`src/rtl/oser_pkg.sv`:
```
// oser_pkg: shared defaults, beat-count helpers and config check for output_serializer.
package oser_pkg;
  localparam int OSER_IN_W = 512;
  localparam int OSER_OUT_W = 64;
  function automatic int oser_beats(input int in_w, input int out_w);
    return in_w / out_w;
  endfunction
  function automatic bit oser_cfg_ok(input int in_w, input int out_w);
    return (in_w % out_w == 0) && (in_w / out_w >= 2);
  endfunction
  localparam int OSER_BEATS = oser_beats(OSER_IN_W, OSER_OUT_W);
  typedef logic [$clog2(OSER_BEATS)-1:0] beat_idx_t;
endpackage

```
`src/rtl/oser_word_fifo.sv`:
```
// oser_word_fifo: DEPTH-entry ring of full-width words; head is the oldest entry.
module oser_word_fifo #(
  parameter int W = 512,
  parameter int DEPTH = 2
) (
  input  logic                         clk,
  input  logic                         reset,
  input  logic                         push,
  input  logic                         pop,
  input  logic [W-1:0]                 din,
  output logic [W-1:0]                 head,
  output logic [$clog2(DEPTH+1)-1:0]   occupancy
);
  localparam int PW = DEPTH > 1 ? $clog2(DEPTH) : 1;
  localparam int CW = $clog2(DEPTH+1);
  logic [W-1:0] mem_q [DEPTH];
  logic [W-1:0] mem_d [DEPTH];
  logic [PW-1:0] wr_q, wr_d, rd_q, rd_d;
  logic [CW-1:0] cnt_q, cnt_d;
  function automatic logic [PW-1:0] nxt(input logic [PW-1:0] p);
    return (p == PW'(DEPTH-1)) ? '0 : p + PW'(1);
  endfunction
  always_comb begin
    mem_d = mem_q;
    if (push) mem_d[wr_q] = din;
    wr_d = push ? nxt(wr_q) : wr_q;
    rd_d = pop ? nxt(rd_q) : rd_q;
    cnt_d = cnt_q + CW'(push) - CW'(pop);
    head = mem_q[rd_q];
    occupancy = cnt_q;
  end
  always_ff @(posedge clk or posedge reset)
    if (reset) begin
      wr_q <= '0;
      rd_q <= '0;
      cnt_q <= '0;
    end else begin
      wr_q <= wr_d;
      rd_q <= rd_d;
      cnt_q <= cnt_d;
    end
  always_ff @(posedge clk)
    mem_q <= mem_d;
endmodule

```
`src/rtl/output_serializer.sv`:
```
// output_serializer: buffers wide result words and emits them as OUT_W beats, gapless between words.
// Define OUTPUT_SERIALIZER_MSB_FIRST_EN to emit the most-significant slice first.
module output_serializer
  import oser_pkg::*;
#(
  parameter int IN_W = OSER_IN_W,
  parameter int OUT_W = OSER_OUT_W,
  parameter int DEPTH = 2
) (
  input  logic                               clk,
  input  logic                               reset,
  input  logic                               in_valid,
  output logic                               in_ready,
  input  logic [IN_W-1:0]                    in_data,
  output logic                               out_valid,
  input  logic                               out_ready,
  output logic [OUT_W-1:0]                   out_data,
  output logic                               out_last,
  output logic [$clog2(IN_W/OUT_W)-1:0]      beat_idx,
  output logic                               word_done,
  output logic [$clog2(DEPTH+1)-1:0]         occupancy
);
  localparam int BEATS = oser_beats(IN_W, OUT_W);
  localparam int BW = $clog2(BEATS);
  localparam int CW = $clog2(DEPTH+1);
  if (!oser_cfg_ok(IN_W, OUT_W)) begin : g_bad_cfg
    $error("output_serializer: IN_W must be a multiple of OUT_W with at least 2 beats");
  end
  logic [IN_W-1:0] head;
  logic push, pop, fire, last, done_q, done_d;
  logic [BW-1:0] beat_q, beat_d;
  oser_word_fifo #(.W(IN_W), .DEPTH(DEPTH)) u_fifo (
    .clk(clk), .reset(reset), .push(push), .pop(pop),
    .din(in_data), .head(head), .occupancy(occupancy)
  );
  always_comb begin
    in_ready = occupancy < CW'(DEPTH);
    out_valid = occupancy != '0;
    push = in_valid && in_ready;
    last = beat_q == BW'(BEATS-1);
    fire = out_valid && out_ready;
    pop = fire && last;
    beat_d = fire ? (last ? '0 : beat_q + BW'(1)) : beat_q;
    done_d = pop;
    out_last = out_valid && last;
`ifdef OUTPUT_SERIALIZER_MSB_FIRST_EN
    out_data = out_valid ? head[IN_W-1-int'(beat_q)*OUT_W -: OUT_W] : '0;
`else
    out_data = out_valid ? head[int'(beat_q)*OUT_W +: OUT_W] : '0;
`endif
    beat_idx = beat_q;
    word_done = done_q;
  end
  always_ff @(posedge clk or posedge reset)
    if (reset) begin
      beat_q <= '0;
      done_q <= 1'b0;
    end else begin
      beat_q <= beat_d;
      done_q <= done_d;
    end
endmodule

```
`config.mk`:
```
export PLATFORM = sky130hd
export DESIGN_NAME = output_serializer
export DESIGN_NICKNAME = d
export VERILOG_FILES = /design/src/rtl/oser_pkg.sv /design/src/rtl/oser_word_fifo.sv /design/src/rtl/output_serializer.sv
export SDC_FILE = /design/constraint.sdc
export NUM_CORES = 1
export LEC_CHECK = 0
export BUFFER_PORTS_ARGS = -buffer_cell sky130_fd_sc_hd__buf_2
export CAP_MARGIN = 20
export CORE_MARGIN = 2
export CORE_UTILIZATION = 55
export CTS_CLUSTER_DIAMETER = 60
export DETAILED_ROUTE_END_ITERATION = 12
export MAX_ROUTING_LAYER = met4
export PLACE_DENSITY = 0.78
export SLEW_MARGIN = 0
export SYNTH_ARGS = -nofsm -noshare
export SYNTH_HDL_FRONTEND = slang
export SYNTH_SLANG_ARGS = --single-unit
```
`constraint.sdc`:
```
create_clock -name clk -period 52.8 [get_ports clk]
set_clock_uncertainty 0.15 [all_clocks]
set_input_delay 7.92 -clock clk [delete_from_list [all_inputs] [get_ports clk]]
set_output_delay 7.92 -clock clk [all_outputs]
set_load 0.005 [all_outputs]
```
## Word level (Yosys, flattened, before mapping)

Cells that the tools add are included.
W data, S select, Z words.

| word-level totals | value |
|---|---|
| bits in registers | 1,032 |
| input bits | 516 |
| output and inout bits | 73 |
| logic and storage cells | 36 |

| operators by class | value |
|---|---|
| add/subtract/negate cells | 5 |
| order comparisons | 4 |
| equal/unequal tests | 1 |
| shifts and indexed selects | 1 |
| mux-type cells | 10 |
| bitwise operators | 2 |
| reductions and logical operators | 6 |

Operators by type and width:

| cell | number |
|---|---|
| $mux W512 | 4 |
| $bwmux W1024 | 1 |
| $demux W512 S1 | 1 |
| $shiftx A512 B10 Y64 | 1 |
| $mux W64 | 1 |
| $logic_and A1 B1 Y1 | 5 |
| $ge A2 B2 Y1 const B | 2 |
| $not A1 Y2 | 2 |
| $add A3 B1 Y3 const B | 1 |
| $eq A3 B3 Y1 const B | 1 |
| $mux W3 | 1 |
| $add A1 B1 Y1 const B | 2 |
| $add A2 B1 Y2 | 1 |
| $lt A2 B1 Y1 const B | 1 |
| $lt A2 B2 Y1 const B | 1 |
| $mux W1 | 2 |
| $reduce_bool A2 Y1 | 1 |
| $sub A2 B1 Y2 | 1 |

## Depth between registers and ports, before layout

| logic depth | value |
|---|---|
| depth after elaboration | 6 |
| mapped depth | 9 |
| gate-level depth less buffers | 9 |

## Modules after synthesis

A second synthesis with hierarchy kept.

| second synthesis, totals | value |
|---|---|
| cells, all modules | 2,217 |
| area total of the unflattened synthesis | 42,198.0 sq um |

By module, submodules not included:

| module | instances | cells an instance | area an instance (sq um) | sequential area each (sq um) |
|---|---|---|---|---|
| oser_word_fifo | 1 | 1,607 | 37,322.0 | 30,849.6 |
| output_serializer | 1 | 610 | 4,875.9 | 100.1 |

## Least setup slack after synthesis

OpenSTA, ideal clock, no wires.

| path | value |
|---|---|
| path kind | in2reg |
| from | in in_valid |
| to | reg u_fifo.mem_q[1000] in the netlist's numbering (enable) |
| setup time | 1.461 ns |
| arrival | 30.533 ns |
| required time | 51.189 ns |
| setup slack | 20.657 ns |
| stages on the path | 2 |
| path buffers | 0 |
| cell sequence | nor2b_1 > nor2b_1 |

| between the ends | value |
|---|---|
| longest elaborated chain between the ends | 1 |

Ends and longest elaborated chain:

| item | line | text |
|---|---|---|
| start: declaration | output_serializer.sv:12 | `input logic in_valid,` |
| $logic_and A1 B1 Y1 | output_serializer.sv:39 | `push = in_valid && in_ready;` |
| end signal: assignment | oser_word_fifo.sv:43 | `mem_q <= mem_d;` |
| end: declaration | oser_word_fifo.sv:16 | `logic [W-1:0] mem_q [DEPTH];` |

Every way passes these cells.
A chain may end at the register's enable or synchronous reset.

## Final worst setup path

| path | value |
|---|---|
| from | reg u_fifo.rd_q |
| to | out out_data[27] |

| between the ends | value |
|---|---|
| longest elaborated chain between the ends | 6 |

Ends and longest elaborated chain:

| item | line | text |
|---|---|---|
| start: declaration | oser_word_fifo.sv:18 | `logic [PW-1:0] wr_q, wr_d, rd_q, rd_d;` |
| start signal: assignment | oser_word_fifo.sv:39 | `rd_q <= rd_d;` |
| $not A1 Y2 (implied by the code) | oser_word_fifo.sv:29 | `head = mem_q[rd_q];` |
| $mux W512 (implied by the code) (3 in series) | oser_word_fifo.sv:29 |  |
| $shiftx A512 B10 Y64 | output_serializer.sv:49 | `out_data = out_valid ? head[int'(beat_q)*OUT_W +: OUT_W] : '0;` |
| $mux W64 | output_serializer.sv:49 |  |
| end: declaration | output_serializer.sv:17 | `output logic [OUT_W-1:0] out_data,` |

Every way passes these cells. The select of a mux whose other input is x is not followed.

==> flow_summary.json <==
{
  "status": "finished clean",
  "critPathCaptureType": "output port",
  "die_y_microns": 274.1,
  "mostFrequentLayoutCells": "1,024 x edfxtp_1, 588 x buf_2, 512 x mux2i_1, 256 x a22oi_1, 104 x clkbuf_16",
  "post-route-drc-count": 0,
  "ios": 589,
  "wl_met3_microns": 7943,
  "die_x_microns": 274.1,
  "dp_hpwl_microns": 56670,
  "routedWlPerCell_microns": 24.05,
  "cts_resized": 0,
  "slowest_delay_ns": 0.92,
  "htreeDepth": 3,
  "tightestPinTransition_ns": 1.246,
  "ant_nets": 0,
  "vias": 22270,
  "min_period_ns": 13.25,
  "holdCritPathClass": "reg2reg",
  "max-vdd-ir-drop_uv": 60.72,
  "grt_pass1_vias": 22960,
  "finalSetupViolCount": 0,
  "overflow": 0,
  "maxSlewViolCount": 0,
  "totalNegativeSetupSlack_ns": 0,
  "wl_met2_microns": 47920,
  "synthesis.area_sq_mm": 0.04011,
  "wirelength_met1_microns": 35180,
  "power_density_mw_per_mm2": 55.48,
  "highest_layer": "met4",
  "crit_top_cell": "buf_4",
  "drive_gt1_frac": 0.2732,
  "pwr-share-comb": 0.298,
  "synth_area_per_cell_sq_um": 18.66,
  "path_cells": "buf_4 > buf_4 > buf_4 > mux2i_1 > a22oi_1 > nand2_1 > o21ai_1 > buf_2",
  "drt_iter0_drc": 2346,
  "post-route-period-util": 0.2510,
  "crit_required_ns": 44.73,
  "die_area_sq_mm": 0.07511,
  "rows": 99,
  "ys_types": 27,
  "maxCapViolCount": 0,
  "yosysWarningCount": 0,
  "syn_inst": 2149,
  "cts.sinks": 1032,
  "placedCellCount": 3598,
  "relSlewSlack": 0.1691,
  "core-area_sq_mm": 0.07259,
  "p_sw_frac": 0.3191,
  "crit_type": "reg2out",
  "grt_max_degree": 186,
  "rsz0062_at_grt": "false",
  "root_buffer": "clkbuf_16",
  "fin_cells": 3872,
  "routabilityCongestion": 0.8404,
  "final_common_cell": "edfxtp_1",
  "initial_utilization": 0.5526,
  "p_int_uw": 1781,
  "fin_nets": 3264,
  "cts_setup_buffers": 0,
  "area_growth_pct": 17.52,
  "p_sw_uw": 834.6,
  "synth-seq-area-share": 0.7716,
  "io_buffers": 588,
  "clkPwrFrac": 0.273,
  "grt.total_usage": 0.2455,
  "syn_nets": 2669,
  "power_frac_seq": 0.429,
  "worstPathMaxFanout": 56,
  "cts_hold_buffers": 0,
  "grt_antenna_before_repair": 78,
  "insertion_delay_ns": 0.64,
  "tritoncts": "built",
  "routed_wl_microns": 93120,
  "grt_pass1_wl_microns": 133600,
  "critPathArrivalTime_ns": 5.18,
  "max_freq_mhz": 75.44,
  "p_leak_uw": 0.01739,
  "setup.worst_path.start_class": "flip-flop",
  "ys_seq_elements": 1032,
  "cpMaxStageDelayCell": "dfrtp_4",
  "cts_buffer_depth": 3,
  "via_per_inst": 5.751,
  "timing.final.hold_violations": 0,
  "first_pass_iters": 6,
  "clk_pin_slew_worst_paths_ns": 0.06,
  "numCtsBuffers": 101
}
-- critical path: cells and delay by family, from the launching register on --
kind                   cells  cell delay, ns
DFF                        1            0.92
muxes                      1            0.20
buffers and inverters      4            2.67
and+or+nand+nor            1            0.12
AOI/OAI and AO/OA          2            0.46
-- final cells by class --
cell class / count / area (sq um)
well taps: 959 / 1200
fillers: 4951 / 25450
repair buffers: 617 / 3251
flip-flops and latches: 1032 / 30950
multi-input cells: 987 / 8174
clock inverters: 64 / 658.1
clock buffers: 121 / 2666
diodes: 87 / 217.7
inverters: 5 / 18.77
-- metrics by stage --
| stage | utilization | instance area [sq um] | hold slack, ns | setup WS, ns | total power, uW |
|---|---|---|---|---|---|
| 6_report | 0.6494 | 47140 | 0.4243 | 39.55 | 2615 |
| 5_1_grt | 0.6491 | 47120 | 0.4540 | 39.30 | 2722 |
| 4_1_cts | 0.6457 | 46870 | 0.4246 | 39.63 | 2622 |
| 3_5_place_dp | 0.5999 | 43540 | 0.4065 | 40.30 | 1907 |
| 3_3_place_gp | 0.5999 | 43540 | 0.3835 | 40.47 | 1880 |
| 2_1_floorplan | - | 40110 | 0.3055 | 20.66 | 1797 |
-- final timing paths --
path | cells past startpoint | startpoint | slack, ns | endpoint
setup / recovery | 8 | u_fifo.rd_q | 39.55 | out_data[27]
setup reg to reg | 6 | u_fifo.occupancy[1] | 48.06 | u_fifo.mem_q[162]
max in group asynchronous | 2 | reset | 45.15 | u_fifo.rd_q
hold / removal | 1 | u_fifo.wr_q | 0.42 | u_fifo.wr_q
min in group asynchronous | 2 | reset | 7.07 | beat_idx[2]
hold reg to reg | 1 | u_fifo.wr_q | 0.42 | u_fifo.wr_q
-- flip-flops by register name, summed over array words and instances (netlist names) --
register	count
beat_idx	3
u_fifo.rd_q	1
u_fifo.wr_q	1
u_fifo.mem_q	1024
u_fifo.occupancy	2
word_done	1
-- power groups by stage --
stage | Clock (uW) | Sequential [uW] | Combinational [uW]
global route | 758 | 1130 | 832
CTS | 723 | 1120 | 777
global placement | 0 | 1130 | 751
detailed placement | 0 | 1140 | 770
floorplan | 0 | 1240 | 557
finish | 715 | 1120 | 778
-- metal layers --
metal	GRT usage	vias up
li1	-	9990
met1	0.2867	11240
met2	0.3992	922
met3	0.07172	120
met4	0.1024	0
met5	-	-
-- Yosys cell counts, drive strengths merged --
cell type | n | area (sq um)
a21o | 1 | 7.510
a22oi | 256 | 1922
and2 | 3 | 18.77
buf | 100 | 922.1
clkbuf | 25 | 93.84
dfrtp | 8 | 200.2
edfxtp | 1024 | 30750
ha | 4 | 50.05
inv | 5 | 18.77
mux2 | 1 | 11.26
mux2i | 512 | 5125
nand2 | 66 | 247.7
nand2b | 1 | 6.260
nand3 | 64 | 320.3
nor2 | 3 | 16.26
nor2b | 5 | 31.28
nor3 | 1 | 5.000
o21ai | 66 | 330.3
xnor2 | 2 | 17.52
xor2 | 2 | 17.52
-- cells by family after synthesis --
family | count (synthesis) | synth area share
xor gates and xnor gates | 4 | 0.0008736
buffers and inverters | 130 | 0.02580
and+or+nand+nor | 143 | 0.01610
adders and majority gates | 4 | 0.001248
muxes | 513 | 0.1280
AOI/OAI and AO/OA | 323 | 0.05634
DFF | 1032 | 0.7716
(Power assumes the default switching activity.)
